<file path="src/rtl/disp_rd_sched_pkg.sv">
// Shared display-pipeline definitions: frame geometry, bus width and the
// read-scheduler state encoding.
package disp_rd_sched_pkg;

  localparam int DISP_H_ACTIVE   = 640;
  localparam int DISP_V_ACTIVE   = 480;
  localparam int DISP_PIX_BYTES  = 4;
  localparam int DISP_BEAT_BYTES = 8;
  localparam int DISP_FRAME_BEATS =
    DISP_H_ACTIVE * DISP_V_ACTIVE * DISP_PIX_BYTES / DISP_BEAT_BYTES;

  typedef enum logic [1:0] {
    ST_IDLE       = 2'd0,
    ST_WAIT_SPACE = 2'd1,
    ST_REQ        = 2'd2,
    ST_DATA       = 2'd3
  } rd_state_e;

endpackage

</file>
<file path="src/rtl/disp_rd_sched_space.sv">
// Registered free-space check on the line FIFO: high when a full burst fits.
// FIFOCNT above FIFO_DEPTH counts as a full FIFO instead of wrapping.
module disp_rd_space #(
  parameter int FIFO_DEPTH = 1024,
  parameter int BURST_LEN  = 16,
  parameter int CNT_W      = 11
) (
  input  logic             clk,
  input  logic             rst_n,
  input  logic [CNT_W-1:0] fifocnt_i,
  output logic             space_ok_o
);

  localparam int W = CNT_W + 1;
  localparam logic [W-1:0] DEPTH = W'(FIFO_DEPTH);
  localparam logic [W-1:0] BLEN  = W'(BURST_LEN);

  logic [W-1:0] cnt;
  logic [W-1:0] free;
  logic         ok_q;

  always_comb begin
    cnt  = {1'b0, fifocnt_i};
    free = (cnt > DEPTH) ? '0 : (DEPTH - cnt);
  end

  always_ff @(posedge clk or negedge rst_n) begin
    if (!rst_n) ok_q <= 1'b0;
    else        ok_q <= (free >= BLEN);
  end

  assign space_ok_o = ok_q;

endmodule

</file>
<file path="src/rtl/disp_rd_sched.sv">
// Frame-level VRAM read scheduler: walks a frame in fixed aligned bursts,
// one outstanding at a time, gated on line-FIFO free space.
module disp_rd_sched
  import disp_rd_sched_pkg::*;
#(
  parameter int BEAT_BYTES  = DISP_BEAT_BYTES,
  parameter int BURST_LEN   = 16,
  parameter int FRAME_BEATS = DISP_FRAME_BEATS,
  parameter int FIFO_DEPTH  = 1024,
  parameter int CNT_W       = 11
) (
  input  logic             ACLK,
  input  logic             ARSTN,
  input  logic             AXISTART,
  input  logic             DISPON,
  input  logic [31:0]      BASEADR,
  input  logic [CNT_W-1:0] FIFOCNT,
  output logic             RDREQ,
  input  logic             RDACK,
  output logic [31:0]      RDADDR,
  output logic [7:0]       RDLEN,
  input  logic             RDDONE,
  output logic             BUSY,
  output logic             FRMDONE,
  output logic             FRMERR
);

  localparam int NBURST = FRAME_BEATS / BURST_LEN;
  localparam int BSTEP  = BURST_LEN * BEAT_BYTES;
  localparam int BCNT_W = $clog2(NBURST + 1);
  localparam logic [31:0] ALIGN_MASK = ~(32'(BSTEP) - 32'd1);
  localparam logic [BCNT_W-1:0] LAST_BURST = BCNT_W'(NBURST - 1);

  rd_state_e         state_q, state_d;
  logic [31:0]       addr_q, addr_d;
  logic [BCNT_W-1:0] bcnt_q, bcnt_d;
  logic              rdreq_q, rdreq_d;
  logic              busy_q, busy_d;
  logic              frmdone_q, frmdone_d;
  logic              frmerr_q, frmerr_d;
  logic              space_ok;

  disp_rd_space #(
    .FIFO_DEPTH (FIFO_DEPTH),
    .BURST_LEN  (BURST_LEN),
    .CNT_W      (CNT_W)
  ) u_space (
    .clk        (ACLK),
    .rst_n      (ARSTN),
    .fifocnt_i  (FIFOCNT),
    .space_ok_o (space_ok)
  );

  always_ff @(posedge ACLK or negedge ARSTN) begin
    if (!ARSTN) begin
      state_q   <= ST_IDLE;
      addr_q    <= '0;
      bcnt_q    <= '0;
      rdreq_q   <= 1'b0;
      busy_q    <= 1'b0;
      frmdone_q <= 1'b0;
      frmerr_q  <= 1'b0;
    end else begin
      state_q   <= state_d;
      addr_q    <= addr_d;
      bcnt_q    <= bcnt_d;
      rdreq_q   <= rdreq_d;
      busy_q    <= busy_d;
      frmdone_q <= frmdone_d;
      frmerr_q  <= frmerr_d;
    end
  end

  always_comb begin
    state_d   = state_q;
    addr_d    = addr_q;
    bcnt_d    = bcnt_q;
    rdreq_d   = rdreq_q;
    busy_d    = busy_q;
    frmdone_d = 1'b0;
    // A restart while a frame is running is flagged and dropped, including
    // the cycle of the final RDDONE.
    frmerr_d  = AXISTART && busy_q;
    unique case (state_q)
      ST_IDLE: begin
        if (AXISTART && DISPON) begin
          addr_d  = BASEADR & ALIGN_MASK;
          bcnt_d  = '0;
          busy_d  = 1'b1;
          state_d = ST_WAIT_SPACE;
        end
      end
      ST_WAIT_SPACE: begin
        if (space_ok) begin
          rdreq_d = 1'b1;
          state_d = ST_REQ;
        end
      end
      ST_REQ: begin
        if (RDACK) begin
          rdreq_d = 1'b0;
          state_d = ST_DATA;
        end
      end
      ST_DATA: begin
        if (RDDONE) begin
          addr_d = addr_q + 32'(BSTEP);
          bcnt_d = bcnt_q + BCNT_W'(1);
          if (bcnt_q == LAST_BURST) begin
            frmdone_d = 1'b1;
            busy_d    = 1'b0;
            state_d   = ST_IDLE;
          end else begin
            state_d = ST_WAIT_SPACE;
          end
        end
      end
      default: state_d = ST_IDLE;
    endcase
  end

  assign RDREQ   = rdreq_q;
  assign RDADDR  = addr_q;
  assign RDLEN   = 8'(BURST_LEN - 1);
  assign BUSY    = busy_q;
  assign FRMDONE = frmdone_q;
  assign FRMERR  = frmerr_q;

endmodule

</file>
<file path="config.mk">
export PLATFORM = sky130hd
export DESIGN_NAME = disp_rd_sched
export DESIGN_NICKNAME = d
export VERILOG_FILES = /design/src/rtl/disp_rd_sched_pkg.sv /design/src/rtl/disp_rd_sched_space.sv /design/src/rtl/disp_rd_sched.sv
export SDC_FILE = /design/constraint.sdc
export NUM_CORES = 1
export LEC_CHECK = 0
export BUFFER_PORTS_ARGS = -buffer_cell sky130_fd_sc_hd__buf_2
export CAP_MARGIN = 20
export CORE_MARGIN = 2
export CORE_UTILIZATION = 51
export DETAILED_ROUTE_END_ITERATION = 10
export GPL_TIMING_DRIVEN = 0
export PLACE_DENSITY = 0.88
export RECOVER_POWER = 100
export SYNTH_ARGS = -nofsm -noshare
export SYNTH_HDL_FRONTEND = slang
export SYNTH_SLANG_ARGS = --single-unit
</file>
<file path="constraint.sdc">
create_clock -name ACLK -period 3.05 [get_ports ACLK]
set_clock_uncertainty 0.2 [all_clocks]
set_input_delay 0.305 -clock ACLK [delete_from_list [all_inputs] [get_ports ACLK]]
set_output_delay 0.305 -clock ACLK [all_outputs]
set_load 0.05 [all_outputs]
</file>
; Yosys cells after proc, flatten, opt, wreduce, memory -nomap -nowiden
; Cells that the tools add are included.
[word_totals]
reg_bits = 53
input_bits = 49
out_inout_bits = 44
elab_cells = 54
[op_classes]
add_sub_neg = 3
magnitude_cmp = 2
eq_ne = 9
mux = 23
n_reduce_logical = 9
[op_table]
columns = operator, count
row1 = 32-bit two-way mux, 2
row2 = 32-bit case mux with 2 select lines, 1
row3 = 32-bit by 8-bit adder with 32-bit output (second input constant), 1
row4 = 14-bit two-way mux, 2
row5 = 14-bit case mux with 2 select lines, 1
row6 = 14-bit by 1-bit adder with 14-bit output (second input constant), 1
row7 = 14-bit equality test (second input constant), 1
row8 = 12-bit by 5-bit greater-or-equal comparator with 1-bit output (second input constant), 1
row9 = 12-bit two-way mux, 1
row10 = 11-bit by 11-bit subtractor with 12-bit output (first input constant), 1
row11 = 11-bit > comparator (second input constant), 1
row12 = 1-bit two-way mux, 9
row13 = 2-bit two-way mux, 4
row14 = 2-bit inequality test (second input constant), 4
row15 = 2-bit case mux with 4 select lines, 1
row16 = 4-bit AND reduction, 2
row17 = 3-bit AND reduction, 2
row18 = 2-bit equality test (second input constant), 2
row19 = 1-bit case mux with 2 select lines, 2
row20 = 2-bit nonzero test, 2
row21 = 2-bit by 1-bit equality test with 1-bit output (second input constant), 1
row22 = 1-bit logical AND, 2
row23 = 2-bit zero test, 1
row24 = 2-bit by 1-bit inequality test with 1-bit output (second input constant), 1

; Logic depth before layout (Yosys ltp)
[logic_depth]
ltp_word = 4
ltp_mapped = 8
ltp_nobuf = 7

; Cells and area by module
; From an unflattened synthesis, not the netlist that was laid out.
[unflattened]
hier_cells = 381
area_unflattened_um2 = 3155.5
[by_module_without_submodules]
columns = mod, instances, cells_per_inst, area_per_inst_um2, seq_area_each_um2
row1 = disp_rd_sched, 1, 351, 2944.1, 1126.1
row2 = disp_rd_space, 1, 30, 211.5, 25.0

; Worst setup path after synthesis
; OpenSTA, ideal clock, no wires.
[synth_path]
path_kind = flip-flop to flip-flop
startpoint = register addr_q[10], in the netlist RDADDR[10]
endpoint = register addr_q[30], in the netlist RDADDR[30]
setup_ns = 0.126
t_arrival_ns = 2.055
slack_ns = 0.669
stages_incl_launch_ff = 6
path_buffers = 0
synth_period_minus_slack_ns = 2.381
cell_sequence = dfrtp_1 > nand2_1 > nor4_4 > nand3_2 > mux2_1 > a221o_1
[synth_via]
elab_chain_cells = 3
[synth_rtl]
columns = item, line
row1 = "start, declared", disp_rd_sched.sv:35  ; logic [31:0] addr_q, addr_d;
row2 = "start signal, assigned", disp_rd_sched.sv:65  ; addr_q <= addr_d;
row3 = 32-bit by 8-bit adder with 32-bit output, disp_rd_sched.sv:107  ; addr_d = addr_q + 32'(BSTEP);
row4 = 32-bit two-way mux, disp_rd_sched.sv:106  ; if (RDDONE) begin
row5 = 32-bit case mux with 2 select lines, disp_rd_sched.sv:84  ; unique case (state_q)
; Every way passes these cells. The select of a mux whose other input is x is not followed.
; A chain may end at the register's enable or synchronous reset.

; Worst setup path after layout
[layout_path]
startpoint = register addr_q[12], in the netlist RDADDR[12]
endpoint = register addr_q[30], in the netlist RDADDR[30]
; The elaborated chain is that of the path after synthesis.

==> results.cfg <==
[yosys]
post_synth_xor_area_fraction_pct = 2.69
post_synth_fa_ha_maj_area_fraction_pct = 2.99
synth.avg_cell_area_um2 = 8.77
ys.warnings.count = 0
synth-edff-count = 0
synth_seq_area_share_pct = 39.3
postSynth.asyncResetShare_pct = 100
post_synth_and_or_nand_nor_area_fraction_pct = 23.7
synth_mux_area_share_pct = 4.49
ys_seq_elements = 46
synth-compound-area-share_pct = 19.7
synth.distinct_cells = 55
main_combinational_cell_family_by_area_after_synthesis = simple AND/OR/NAND/NOR gates
instance_count_of_the_mapped_netlist = 334
mappedNetlistArea_um2 = 2930
synth_flop_cell = sky130_fd_sc_hd__dfrtp_1

[sta]
transition_time_at_the_pin_with_the_least_slew_margin_ns = 1.08
setup-tns-final_ns = 0
maxSlewViolCount = 0
worst_hold_slack_ns = 0.0224
final_hold_viol_count = 0
rsz0062_at_grt = no
maximum_clock_rate_mhz = 356
max-slew-margin-rel_pct = 27.7
share_of_the_clock_period_used_by_the_worst_path_after_layout_pct = 92.2
layout_min_cycle_time_ns = 2.81
finalSetupViolations = 0

[clocking]
clk_pin_slew_worst_paths_ns = 0.09
cts_root_buffer_type = sky130_fd_sc_hd__clkbuf_8
clkLatencyLatePin_ns = 0.31
ctsResizeCount = 0
tritoncts_clock_tree = yes
htreeDepth = 2
cts-root-to-sink-buffers = 2
cts_sinks = 46
total_clock_buffers_created_by_cts = 5

[floorplan]
core_area_um2 = 5540
row_count = 27
die_area_um2 = 6360
die_wd_um = 79.8
die_y_um = 79.8
initial_utilization_pct = 52.8
io_pins = 93

[worst_setup_path]
crit_type = reg2reg
critical-path-top-delay-family = simple AND/OR/NAND/NOR gates
critical_path_peak_fanout = 10
cp_slowest_stage_delay_ns = 0.92
cp.arrival_ns = 2.80
worstPathRequired_ns = 3.04
cp-startpoint = RDADDR[12]$_DFFE_PN0P_
worst_path_max_delay_cell = sky130_fd_sc_hd__nor4_2
reg2reg_slack_ns = 0.24
end_kind = register
critPathLaunchType = register
critical_path_cell_by_cell = nand3_1 > nor4_2 > nand3_2 > mux2_1 > a221o_1
timing.rr.start = RDADDR[12]$_DFFE_PN0P_
worst-path-buf-inv = 0

[route]
dr.pass1.iters = 5
routed_wirelength_mm = 7.97
detail-route-antenna-nets = 0
vias = 2989
drc = 0
vias_per_cell = 5.98
detail_route.wl_per_cell_um = 15.9
drt-initial-drc-count = 261

[global_routing]
grt_pass1_wl_mm = 12.8
use_met1_pct = 33.2
first_global_vias = 2790
combined_global_route_utilization_of_all_metal_layers_pct = 25.7
number_of_antenna_violations_at_the_first_check_in_global_routing = 0
groute.layer.met2.usage_pct = 42.4
grt_max_degree = 47
gr-usage-met3_pct = 4.07
globalRouteOverflowTotal = 0
grt-busiest-layer = met2

[min_path]
timing.hold.worst.start = BASEADR[19]
timing.hold.worst.class = in2reg

[power]
report.power.total_mw = 3.55
power_per_cell_area_nw_per_um2 = 1020
p_leak_nw = 1.61
power.ir.vdd_worst_uv = 475

[final_layout]
finish.instance_area_um2 = 3480
diodes = 0
post_layout_nonfiller_instances = 500
area_growth_syn_to_layout_pct = 18.9
drive_gt1_share_pct = 16.6
fin_nets = 483
fillers = 517

[run_status]
outcome = completed

[placement]
buffer_ports.inserted = 70
routabilityCongestion = 0.897
detailed_place_hpwl_mm = 5.74
placement_cell_area_um2 = 3420
dp_cells = 489

[flow_run]
drv_cap = 0
==> path summary, 6_finish.rpt <==
| check | endpoint | depth (start not counted) |
|---|---|---|
| max in group asynchronous | RDADDR[25]$_DFFE_PN0P_ | 3 |
| setup / recovery | RDADDR[30]$_DFFE_PN0P_ | 5 |
| min in group asynchronous | RDADDR[17]$_DFFE_PN0P_ | 2 |
| hold reg to reg | RDREQ$_DFFE_PN0P_ | 2 |
| setup reg to reg | RDADDR[30]$_DFFE_PN0P_ | 5 |
| hold / removal | RDADDR[19]$_DFFE_PN0P_ | 3 |
==> registers in the layout, summed over array words and instances, names as in the netlist <==
register and flops:
bcnt_q 14, BUSY 1, FRMERR 1, state_q 2, FRMDONE 1, RDADDR 25, RDREQ 1, u_space.space_ok_o 1
==> stage by stage <==
stage | setup slack, ns | util [%]
after floorplan | 0.669 | -
after global placement | 0.644 | 61.7
after detailed placement | 0.582 | 61.7
after CTS | 0.571 | 63.5
after global routing | 0.218 | 62.8
final | 0.239 | 62.8
==> cells in the mapped netlist (all sizes together), types with 3 or more instances <==
library cell	n	area, µm²
nor2	32	120
and4	5	45.0
a22o	4	35.0
a21oi	18	90.1
inv	9	33.8
a221o	3	30.0
o21ai	19	95.1
xor2	7	61.3
and3	9	56.3
a31oi	3	18.8
dfrtp	46	1150
buf	16	118
nand3	25	148
a32oi	3	26.3
mux2i	12	120
nor3	6	35.0
nand4	7	43.8
nand2	32	120
nand2b	4	25.0
o22ai	12	75.1
ha	7	87.6
clkbuf	12	45.0
o22a	4	35.0
and2	5	31.3
nor4	4	40.0
a211oi	4	30.0
==> cell usage in the layout (no fill, tap or decap), types with 3 or more instances in the layout <==
master and n:
sky130_fd_sc_hd__o21ai_0 19, sky130_fd_sc_hd__a221o_1 3, sky130_fd_sc_hd__ha_1 7, sky130_fd_sc_hd__conb_1 15
sky130_fd_sc_hd__a22o_1 4, sky130_fd_sc_hd__buf_2 40, sky130_fd_sc_hd__dfrtp_1 46, sky130_fd_sc_hd__nand2_1 32
sky130_fd_sc_hd__nor2_1 32, sky130_fd_sc_hd__and2_1 3, sky130_fd_sc_hd__nand3_1 23, sky130_fd_sc_hd__and4_1 4
sky130_fd_sc_hd__a32oi_1 3, sky130_fd_sc_hd__xor2_1 7, sky130_fd_sc_hd__a31oi_1 3, sky130_fd_sc_hd__buf_4 15
sky130_fd_sc_hd__o22a_1 4, sky130_fd_sc_hd__clkbuf_8 6, sky130_fd_sc_hd__nand2b_1 4, sky130_fd_sc_hd__nor3_1 5
sky130_fd_sc_hd__and3_1 9, sky130_fd_sc_hd__nand4_1 7, sky130_fd_sc_hd__a21oi_1 18, sky130_fd_sc_hd__a211oi_1 4
sky130_fd_sc_hd__clkbuf_1 44, sky130_fd_sc_hd__nor4_1 3, sky130_fd_sc_hd__inv_1 9, sky130_fd_sc_hd__o22ai_1 12
sky130_fd_sc_hd__mux2i_1 12
==> final cells by class <==
type	count	area (µm²)	area share [%]
clock inverters	1	5.00	0.144
inverters	10	37.5	1.08
repair buffers	73	337	9.67
multi-input cells	263	1610	46.3
plain buffers	28	163	4.67
flip-flops and latches	46	1150	33.1
well taps	72	90.1	2.59
clock buffers	7	86.3	2.48
==> layer usage <==
layer	vias to the layer above	routed length, µm
li1	1383	-
met1	1421	3340
met2	160	3780
met3	25	604
met4	0	240
met5	-	0
==> where the power goes <==
part	total, mW	internal (mW)	leakage [nW]	switching (mW)
Sequential	1.11	0.818	0.570	0.295
Combinational	2.04	0.580	0.994	1.46
Clock	0.391	0.183	0.0482	0.208
Total	3.55	1.58	1.61	1.96
==> tightest hold or removal path, stage by stage <==
cell	delay, ns
sky130_fd_sc_hd__buf_2	0.08
sky130_fd_sc_hd__a32oi_1	0.05
sky130_fd_sc_hd__nand2_1	0.06
==> cells by family (layout without fill, tap and decap cells) <==
group / Yosys count / in the layout
compound gates: 86 / 86
mux: 13 / 13
fa+ha+maj: 7 / 7
other cells: 2 / 15
buf+inv: 38 / 119
flops: 46 / 46
simple gates: 133 / 133
xor+xnor: 9 / 9
==> timing repair <==
action | 4_1_cts | 5_1_grt
setup buffers | 0 | 0
hold buffers | 1 | 1
hold endpoints to repair | 1 | 16
Note: power is estimated with default switching activity, not from simulation.
